File: src/rtl/ins_fetch_queue_if.sv
// ins_fetch_queue_if: fetch-stage bundle between I-cache/BIU, interrupt controller and ID.
interface ins_fetch_queue_if #(
    parameter int DEPTH = 4,
    parameter int CW    = $clog2(DEPTH) + 1
);
    logic [3:0]    priv;
    logic          int_req;
    logic          pip_flush;
    logic [63:0]   new_pc;
    logic [63:0]   addr;
    logic          rd;
    logic [3:0]    if_priv;
    logic [63:0]   ins_in;
    logic          ins_acc_fault_biu;
    logic          ins_page_fault_biu;
    logic          cache_ready;
    logic          id_ready;
    logic [31:0]   ins_out;
    logic [63:0]   ins_pc;
    logic          ins_acc_fault;
    logic          ins_addr_mis;
    logic          ins_page_fault;
    logic          int_acc;
    logic          valid;
    logic [CW-1:0] q_count;

    modport master (
        input  priv, int_req, pip_flush, new_pc, ins_in, ins_acc_fault_biu,
               ins_page_fault_biu, cache_ready, id_ready,
        output addr, rd, if_priv, ins_out, ins_pc, ins_acc_fault, ins_addr_mis,
               ins_page_fault, int_acc, valid, q_count
    );
    modport slave (
        output priv, int_req, pip_flush, new_pc, ins_in, ins_acc_fault_biu,
               ins_page_fault_biu, cache_ready, id_ready,
        input  addr, rd, if_priv, ins_out, ins_pc, ins_acc_fault, ins_addr_mis,
               ins_page_fault, int_acc, valid, q_count
    );
endinterface

File: src/rtl/ins_fetch_queue.sv
// ins_fetch_queue: IF stage with a DEPTH-entry prefetch queue splitting 64-bit beats
// into 32-bit instructions, tagging PC/fault flags and halting after a fault until flush.
module ins_fetch_queue #(
    parameter logic [63:0] PC_RST = 64'h0000_0000_0000_0000,
    parameter int          DEPTH  = 4,
    parameter int          CW     = $clog2(DEPTH) + 1
) (
    input logic               clk,
    input logic               rst,
    ins_fetch_queue_if.master bus
);
    localparam int PW = $clog2(DEPTH);

    typedef enum logic {RUN, HALT} state_t;

    state_t        r_state, w_state_nxt;
    logic [63:0]   r_pc, w_pc_nxt;
    logic [PW-1:0] r_wp, r_rp, w_wp1;
    logic [CW-1:0] r_cnt, w_free;
    logic [31:0]   r_ins [DEPTH];
    logic [63:0]   r_epc [DEPTH];
    logic [2:0]    r_flg [DEPTH];
    logic          w_run_ok, w_rd, w_acc, w_fault, w_mis, w_pop, w_valid;
    logic [1:0]    w_npush;
    logic [31:0]   w_ins0;
    logic [2:0]    w_flg0;

    assign w_free   = CW'(DEPTH) - r_cnt;
    assign w_run_ok = (r_state == RUN) & !bus.pip_flush;
    assign w_rd     = !rst & w_run_ok & (w_free >= CW'(2)) & (r_pc[1:0] == 2'b00);
    assign w_acc    = w_rd & bus.cache_ready;
    assign w_fault  = bus.ins_acc_fault_biu | bus.ins_page_fault_biu;
    assign w_mis    = w_run_ok & (r_pc[1:0] != 2'b00) & (w_free != '0);
    assign w_valid  = r_cnt != '0;
    assign w_pop    = w_valid & bus.id_ready & !bus.pip_flush;
    assign w_wp1    = r_wp + PW'(1);
    // A clean beat at a doubleword-aligned pc yields two instructions, otherwise one
    assign w_npush  = w_acc ? ((w_fault | r_pc[2]) ? 2'd1 : 2'd2) : {1'b0, w_mis};
    assign w_ins0   = (!w_acc | w_fault) ? 32'h0 : (r_pc[2] ? bus.ins_in[63:32] : bus.ins_in[31:0]);
    assign w_flg0   = w_acc ? {bus.ins_acc_fault_biu, bus.ins_page_fault_biu, 1'b0} : 3'b001;

    always_comb begin
        w_state_nxt = r_state;
        w_pc_nxt    = r_pc;
        if (bus.pip_flush) begin
            w_state_nxt = RUN;
            w_pc_nxt    = bus.new_pc;
        end else begin
            w_state_nxt = ((w_acc & w_fault) | w_mis) ? HALT : r_state;
            w_pc_nxt    = (w_acc & !w_fault) ? r_pc + (r_pc[2] ? 64'd4 : 64'd8) : r_pc;
        end
    end

    always_ff @(posedge clk or posedge rst) begin
        if (rst) begin
            r_state <= RUN;
            r_pc    <= PC_RST;
            r_wp    <= '0;
            r_rp    <= '0;
            r_cnt   <= '0;
        end else begin
            r_state <= w_state_nxt;
            r_pc    <= w_pc_nxt;
            r_wp    <= bus.pip_flush ? '0 : r_wp + PW'(w_npush);
            r_rp    <= bus.pip_flush ? '0 : r_rp + PW'(w_pop);
            r_cnt   <= bus.pip_flush ? '0 : r_cnt + CW'(w_npush) - CW'(w_pop);
        end
    end

    // Payload needs no reset: head outputs are masked by valid
    always_ff @(posedge clk) begin
        if (w_npush != 2'd0) begin
            r_ins[r_wp] <= w_ins0;
            r_epc[r_wp] <= r_pc;
            r_flg[r_wp] <= w_flg0;
        end
        if (w_npush == 2'd2) begin
            r_ins[w_wp1] <= bus.ins_in[63:32];
            r_epc[w_wp1] <= r_pc + 64'd4;
            r_flg[w_wp1] <= 3'b000;
        end
    end

    assign bus.addr           = r_pc;
    assign bus.rd             = w_rd;
    assign bus.if_priv        = bus.priv;
    assign bus.valid          = w_valid;
    assign bus.q_count        = r_cnt;
    assign bus.ins_out        = w_valid ? r_ins[r_rp] : 32'h0;
    assign bus.ins_pc         = w_valid ? r_epc[r_rp] : 64'h0;
    assign bus.ins_acc_fault  = w_valid & r_flg[r_rp][2];
    assign bus.ins_page_fault = w_valid & r_flg[r_rp][1];
    assign bus.ins_addr_mis   = w_valid & r_flg[r_rp][0];
    assign bus.int_acc        = w_valid & bus.int_req;
endmodule

File: src/flat_wrapper.sv
// flat-port wrapper written by rule: the top's interface ports become plain ports
module ins_fetch_queue_flat 
#(
    parameter logic [63:0] PC_RST = 64'h0000_0000_0000_0000,
    parameter int          DEPTH  = 4,
    parameter int          CW     = $clog2(DEPTH) + 1
)
  (clk, rst, bus_priv, bus_int_req, bus_pip_flush, bus_new_pc, bus_ins_in, bus_ins_acc_fault_biu, bus_ins_page_fault_biu, bus_cache_ready, bus_id_ready, bus_addr, bus_rd, bus_if_priv, bus_ins_out, bus_ins_pc, bus_ins_acc_fault, bus_ins_addr_mis, bus_ins_page_fault, bus_int_acc, bus_valid, bus_q_count);
  ins_fetch_queue_if #(.DEPTH(DEPTH), .CW(CW)) bus_i ();
  input logic clk;
  input logic rst;
  input wire logic [$bits(bus_i.priv)-1:0] bus_priv;
  input wire logic [$bits(bus_i.int_req)-1:0] bus_int_req;
  input wire logic [$bits(bus_i.pip_flush)-1:0] bus_pip_flush;
  input wire logic [$bits(bus_i.new_pc)-1:0] bus_new_pc;
  input wire logic [$bits(bus_i.ins_in)-1:0] bus_ins_in;
  input wire logic [$bits(bus_i.ins_acc_fault_biu)-1:0] bus_ins_acc_fault_biu;
  input wire logic [$bits(bus_i.ins_page_fault_biu)-1:0] bus_ins_page_fault_biu;
  input wire logic [$bits(bus_i.cache_ready)-1:0] bus_cache_ready;
  input wire logic [$bits(bus_i.id_ready)-1:0] bus_id_ready;
  output wire logic [$bits(bus_i.addr)-1:0] bus_addr;
  output wire logic [$bits(bus_i.rd)-1:0] bus_rd;
  output wire logic [$bits(bus_i.if_priv)-1:0] bus_if_priv;
  output wire logic [$bits(bus_i.ins_out)-1:0] bus_ins_out;
  output wire logic [$bits(bus_i.ins_pc)-1:0] bus_ins_pc;
  output wire logic [$bits(bus_i.ins_acc_fault)-1:0] bus_ins_acc_fault;
  output wire logic [$bits(bus_i.ins_addr_mis)-1:0] bus_ins_addr_mis;
  output wire logic [$bits(bus_i.ins_page_fault)-1:0] bus_ins_page_fault;
  output wire logic [$bits(bus_i.int_acc)-1:0] bus_int_acc;
  output wire logic [$bits(bus_i.valid)-1:0] bus_valid;
  output wire logic [$bits(bus_i.q_count)-1:0] bus_q_count;
  assign bus_i.priv = bus_priv;
  assign bus_i.int_req = bus_int_req;
  assign bus_i.pip_flush = bus_pip_flush;
  assign bus_i.new_pc = bus_new_pc;
  assign bus_i.ins_in = bus_ins_in;
  assign bus_i.ins_acc_fault_biu = bus_ins_acc_fault_biu;
  assign bus_i.ins_page_fault_biu = bus_ins_page_fault_biu;
  assign bus_i.cache_ready = bus_cache_ready;
  assign bus_i.id_ready = bus_id_ready;
  assign bus_addr = bus_i.addr;
  assign bus_rd = bus_i.rd;
  assign bus_if_priv = bus_i.if_priv;
  assign bus_ins_out = bus_i.ins_out;
  assign bus_ins_pc = bus_i.ins_pc;
  assign bus_ins_acc_fault = bus_i.ins_acc_fault;
  assign bus_ins_addr_mis = bus_i.ins_addr_mis;
  assign bus_ins_page_fault = bus_i.ins_page_fault;
  assign bus_int_acc = bus_i.int_acc;
  assign bus_valid = bus_i.valid;
  assign bus_q_count = bus_i.q_count;
  ins_fetch_queue #(.PC_RST(PC_RST), .DEPTH(DEPTH), .CW(CW)) u_core (.clk(clk), .rst(rst), .bus(bus_i));
endmodule
File: config.mk
export PLATFORM = sky130hd
export DESIGN_NAME = ins_fetch_queue_flat
export DESIGN_NICKNAME = d
export VERILOG_FILES = /design/src/rtl/ins_fetch_queue_if.sv /design/src/rtl/ins_fetch_queue.sv /design/src/flat_wrapper.sv
export SDC_FILE = /design/constraint.sdc
export NUM_CORES = 1
export LEC_CHECK = 0
export BUFFER_PORTS_ARGS = -buffer_cell sky130_fd_sc_hd__buf_2
export CAP_MARGIN = 0
export CELL_PAD_IN_SITES_DETAIL_PLACEMENT = 1
export CELL_PAD_IN_SITES_GLOBAL_PLACEMENT = 1
export CORE_MARGIN = 4
export CORE_UTILIZATION = 40
export DETAILED_ROUTE_END_ITERATION = 8
export PLACE_DENSITY_LB_ADDON = 0.1
export SETUP_SLACK_MARGIN = 0.05
export SLEW_MARGIN = 0
export SYNTH_ARGS = -nofsm -noshare
export SYNTH_HDL_FRONTEND = slang
export SYNTH_SLANG_ARGS = --single-unit
File: constraint.sdc
create_clock -name clk -period 5.55 [get_ports clk]
set_input_delay 0.555 -clock clk [delete_from_list [all_inputs] [get_ports clk]]
set_output_delay 0.555 -clock clk [all_outputs]
set_load 0.02 [all_outputs]
## Word-level counts from Yosys, hierarchy flattened

Memories as Yosys holds them, arrays and structs flattened.
Cells that the tools add are included.

| storage, ports and cells | value |
|---|---|
| memory bits (writable) | 396 |
| bits in latches | 0 |
| input bits | 140 |
| logic and storage cells | 68 |
| output and inout port bits | 173 |
| bits in read-only memories | 0 |
| memories | 3 |
| register bits | 72 |

Memories:

| memory | words | width | read ports | clocked after memory_dff | wr ports | RTL line | RTL |
|---|---|---|---|---|---|---|---|
| u_core.r_epc | 4 | 64 | 1 | 0 | 2 | ins_fetch_queue.sv:21 | `logic [63:0] r_epc [DEPTH];` |
| u_core.r_ins | 4 | 32 | 1 | 0 | 2 | ins_fetch_queue.sv:20 | `logic [31:0] r_ins [DEPTH];` |
| u_core.r_flg | 4 | 3 | 1 | 0 | 2 | ins_fetch_queue.sv:22 | `logic [2:0] r_flg [DEPTH];` |

| cells by class | value |
|---|---|
| shift-type cells | 0 |
| eq/ne operators | 1 |
| div/mod/pow operators | 0 |
| bitwise gates (word level) | 20 |
| order comparisons | 1 |
| add/sub/neg operators | 8 |
| multiply operators | 0 |
| reduce and logical (&&, ||, !) cells | 11 |
| mux-type cells | 19 |

Operators with widths:

| operator | number |
|---|---|
| 2-to-1 mux 64 bit | 3 |
| 2-to-1 mux 32 bit | 3 |
| adder 64 x 3 -> 64 bit, second input constant | 1 |
| adder 64 bit | 1 |
| AND 1 bit | 15 |
| 2-to-1 mux 2 bit | 4 |
| nonzero test 2 bit | 4 |
| 2-to-1 mux 1 bit | 6 |
| 2-to-1 mux 3 bit | 2 |
| nonzero test 3 bit | 2 |
| zero test 1 bit | 4 |
| 2-to-1 mux 4 bit | 1 |
| OR 1 bit | 4 |
| adder 3 x 2 -> 3 bit | 1 |
| >= comparator 3 x 2 -> 1 bit, second input constant | 1 |
| subtractor 3 x 1 -> 3 bit | 1 |
| subtractor 3 bit, first input constant | 1 |
| adder 2 x 1 -> 2 bit | 1 |
| adder 2 x 1 -> 2 bit, second input constant | 1 |
| adder 2 bit | 1 |
| equality test 2 bit, second input constant | 1 |
| zero test 2 bit | 1 |
| NOT 1 bit | 1 |

## Logic depth before layout (Yosys ltp)

| logic depth | value |
|---|---|
| depth after elaboration | 10 |
| depth in mapped cells | 14 |
| mapped depth without buffers | 12 |

## Least setup slack after synthesis

No wires, ideal clock.

| timing | value |
|---|---|
| kind | register -> register |
| start | register u_core.r_cnt[0] (netlist: u_core.bus.q_count[0]) |
| end | memory u_core.r_epc[0][0] (enable) |
| data required time | 5.092 ns |
| cell stages (with the launch flop) | 10 |
| buffers on the path | 2 |
| library setup time | 0.458 ns |
| path slack | 0.762 ns |
| period minus slack after synthesis | 4.788 ns |
| arrival time | 4.331 ns |
| cell sequence | dfrtp_1 > inv_1 > ha_1 > ha_1 > nor3b_1 > or4_4 > or3_1 > clkbuf_1 > buf_2 > nand2_1 |

RTL lines:

| what | RTL line | RTL |
|---|---|---|
| start: declaration | ins_fetch_queue.sv:19 | `logic [CW-1:0] r_cnt, w_free;` |
| start signal: assignment | ins_fetch_queue.sv:66 | `r_cnt <= bus.pip_flush ? '0 : r_cnt + CW'(w_npush) - CW'(w_pop);` |
| end: declaration | ins_fetch_queue.sv:21 |  |

## Final worst setup path

| timing | value |
|---|---|
| start | register u_core.r_pc[2] (netlist: u_core.bus.addr[2]) |
| end | register u_core.r_pc[51] (netlist: u_core.bus.addr[51]) |

| on the way | value |
|---|---|
| cells in the longest elaborated chain, start to end | 4 |

Ends and longest elaborated chain:

| what | RTL line | RTL |
|---|---|---|
| start: declaration | ins_fetch_queue.sv:17 | `logic [63:0] r_pc, w_pc_nxt;` |
| start signal: assignment | ins_fetch_queue.sv:63 | `r_pc <= w_pc_nxt;` |
| 2-to-1 mux 4 bit | ins_fetch_queue.sv:50 | `w_pc_nxt = (w_acc & !w_fault) ? r_pc + (r_pc[2] ? 64'd4 : 64'd8) : r_pc;` |
| adder 64 bit * | ins_fetch_queue.sv:50 |  |
| 2-to-1 mux 64 bit * | ins_fetch_queue.sv:50 |  |
| 2-to-1 mux 64 bit * | ins_fetch_queue.sv:45 | `if (bus.pip_flush) begin` |

Every way passes the cells marked *; elsewhere a longest branch is shown, timed or not. The select of a mux whose other input is x is not followed.
A chain may end at the register's enable or synchronous reset.

==> results.sh <==
export IMPL_grt_use_total_pct=25.0
export IMPL_hold_violations=0
export IMPL_p_sw_share_pct=32.4
export IMPL_r2r_slack_ns=1.37
export IMPL_p_comb_share_pct=25.1
export IMPL_synth_most_common_cell="edfxtp_1"
export IMPL_clk_latency_ns=0.60
export IMPL_grt_pass1_vias=18600
export IMPL_root_buffer="clkbuf_16"
export IMPL_synth_top_area_cell="edfxtp_1"
export IMPL_ir_drop_uv=302
export IMPL_setup_viol=0
export IMPL_grt_pass1_wl_um=121000
export IMPL_syn_num_nets=2304
export IMPL_avgRoutedWirePerCell_um=26.6
export IMPL_p_int_uw=7120
export IMPL_yosys_area_top_type_share_pct=47.7
export IMPL_dieArea_um2=64400
export IMPL_drive_gt1_share_pct=24.2
export IMPL_fin_crit_ns=4.18
export IMPL_cts_hold_buffers=1
export IMPL_clk_path_buf_depth=3
export IMPL_routed_wl_um=81800
export IMPL_num_vias=17900
export IMPL_p_clk_share_pct=32.5
export IMPL_maxCapViolCount=0
export IMPL_drc_errors=0
export IMPL_ctsResizeCount=0
export IMPL_netlist_top_cells_area="edfxtp_1, mux4_2, dfrtp_1, nand2_1, xor2_1"
export IMPL_fill_cells=6365
export IMPL_cp_required_ns=6.08
export IMPL_numPortBuffers=304
export IMPL_via_per_inst=5.83
export IMPL_design_area_um2=27600
export IMPL_synth_edf_count=384
export IMPL_path_class="flip-flop to flip-flop"
export IMPL_dp_hpwl_um=52400
export IMPL_die_h_um=254
export IMPL_clk_pin_slew_worst_paths_ns=0.06
export IMPL_post_dp_cell_area_um2=25900
export IMPL_p_leak_uw=0.0102
export IMPL_pwr_share_seq_pct=42.4
export IMPL_fin_nets=2402
export IMPL_async_flop_share_pct=15.4
export IMPL_drtIter0Drc=1412
export IMPL_power_density_nw_per_um2=382
export IMPL_endpoint="u_core.bus.addr[51]$_DFFE_PP0N_"
export IMPL_num_io_pins=313
export IMPL_dr_pass1_iters=5
export IMPL_fp_dieW_um=254
export IMPL_cts_setup_buffers=0
export IMPL_slew_headroom_pct=18.3
export IMPL_synthCells=2152
export IMPL_antenna_found_initial=10
export IMPL_setup_worst_path_end_class="flip-flop"
export IMPL_cts_buffers=53
export IMPL_rr_endpoint="u_core.bus.addr[51]$_DFFE_PP0N_"
export IMPL_synthTopCellsByCount="edfxtp_1, nand2_1, clkbuf_1, a21oi_1, xor2_1"
export IMPL_hp_class="input pin to flip-flop"
export IMPL_startpoint_type="flip-flop"
export IMPL_finClkSkew_ns=0.0203
export IMPL_cts_tree="done"
export IMPL_htreeDepth=2
export IMPL_tns_ns=0
export IMPL_synth_cell_area_um2=24200
export IMPL_slew_violations=0
export IMPL_core_area_um2=59500
export IMPL_startpoint="u_core.bus.addr[2]$_DFFE_PP0N_"
export IMPL_cts_sinks=468
export IMPL_start_util_pct=40.6
export IMPL_synth_flop_cell="edfxtp_1"
export IMPL_rsz0062_at_grt="false"
export IMPL_overflow=0
export IMPL_grt_max_degree=109
export IMPL_fmax_mhz=239
export IMPL_tightestPinTransition_ns=1.21
export IMPL_row_count=89
export IMPL_ys_seq_area_share_pct=56.2
export IMPL_status="complete, no violations"
export IMPL_path_max_fanout=16
export IMPL_ys_warn_count=0
export IMPL_final_antenna_net_count=0
export IMPL_switchingPower_uw=3420
export IMPL_syn_area_per_cell_um2=11.2
export IMPL_area_growth_pct=14.1
export IMPL_rr_startpoint="u_core.bus.addr[2]$_DFFE_PP0N_"
export IMPL_gp_congestion=0.872
export IMPL_synth_cell_types=57
export IMPL_synth_seq_cells=468
export IMPL_finalCritPeriodShare_pct=75.4
export IMPL_reg2reg_depth=7
export IMPL_total_power_uw=10500
export IMPL_utilization_pct=46.4
export IMPL_critPathArrivalTime_ns=4.71
## power groups by stage
stage	clock [µW]	combinational, µW	sequential (µW)
final	3430	2640	4470
after global routing	3620	2860	4510
after CTS	3510	2690	4480
after detailed placement	0	2680	4550
after global placement	0	2650	4530
after floorplan	0	1810	4400
## per-layer routing
layer | vias up | GRT usage [%] | share of wire, %
met2 | 585 | 40.2 | 47
met4 | 4 | 7.27 | 3.0
met3 | 130 | 4.28 | 6.2
met5 | - | 0 | 0.026
li1 | 7870 | - | -
met1 | 9304 | 35.3 | 43
## kinds of logic (layout without fill, tap and decap cells)
group / count (synthesis) / count (layout) / share of synthesized area [%]
and+or+nand+nor: 861 / 861 / 17.3
DFF: 468 / 468 / 56.2
buffers and inverters: 309 / 449 / 5.01
AOI/OAI and AO/OA: 252 / 252 / 6.12
xor gates and xnor gates: 141 / 141 / 5.11
muxes: 109 / 109 / 9.67
adders and majority gates: 12 / 12 / 0.652
other: 0 / 6 / 0
## metrics by stage
step                hold slack, ns  cells  worst slack (ns)
floorplan                    0.437   2152             0.762
global route                 0.174   3069              1.09
finish                       0.177   3071              1.37
CTS                          0.152   3065              1.42
detailed placement           0.461   2967              1.40
global placement             0.462   2967              1.46
## layout make-up
type / count / area (µm²) / share of cell area (%)
Clock buffer: 73 / 1470 / 5.34
Multi-Input combinational cell: 1375 / 9440 / 34.2
Tap cell: 773 / 967 / 3.51
Antenna cell: 6 / 15.0 / 0.0544
Inverter: 14 / 55.1 / 0.200
Sequential cell: 468 / 13600 / 49.2
Timing Repair Buffer: 338 / 1860 / 6.73
Clock inverter: 24 / 189 / 0.685
## worst min path at each step
stage	from	to	depth (start not counted)
2_1_floorplan	u_core.r_flg[2][0]$_SDFFE_PP0P_	u_core.r_flg[2][0]$_SDFFE_PP0P_	1
3_3_place_gp	u_core.r_flg[2][0]$_SDFFE_PP0P_	u_core.r_flg[2][0]$_SDFFE_PP0P_	1
3_5_place_dp	u_core.r_flg[2][0]$_SDFFE_PP0P_	u_core.r_flg[2][0]$_SDFFE_PP0P_	1
4_1_cts	bus_new_pc[15]	u_core.bus.addr[15]$_DFFE_PP0N_	3
5_1_grt	bus_new_pc[14]	u_core.bus.addr[14]$_DFFE_PP0N_	3
6_report	bus_new_pc[15]	u_core.bus.addr[15]$_DFFE_PP0N_	3
## flip-flops by register name (all words and copies together) (netlist names)
register and flops:
u_core.r_flg 12, u_core.bus.q_count 3, u_core.r_rp 2, u_core.r_epc 256
u_core.r_state 1, u_core.bus.addr 64, u_core.r_ins 128, u_core.r_wp 2
## worst max-delay path, stage by stage, from the launching register on
cell	delay, ns
dfrtp_1	0.82
inv_1	0.53
ha_1	0.56
a21oi_1	0.26
nor4_1	0.90
nand3_1	0.38
or4_1	0.55
nand3_1	0.09
## cells in the final DEF (no fill, tap or decap), types with 7 or more instances in the layout
master / count
mux4_2: 99
nand3_1: 73
buf_2: 303
xnor2_1: 33
nand2_1: 364
a21oi_1: 143
o211ai_1: 32
clkbuf_16: 53
edfxtp_1: 384
o311ai_0: 9
o21ai_0: 34
nor2_1: 92
dfxtp_1: 12
clkinv_2: 12
clkinv_1: 11
ha_1: 11
or4_1: 17
clkbuf_1: 13
a31oi_1: 7
buf_4: 28
nor4_1: 19
nor3_2: 11
and3_1: 15
inv_1: 11
clkbuf_8: 7
nor3_1: 64
nand4_1: 47
xor2_1: 108
a22oi_1: 7
dfrtp_1: 70
and2_1: 104
nor2b_1: 9
or3_1: 9
No activity file was read; power rests on OpenSTA's default activity.
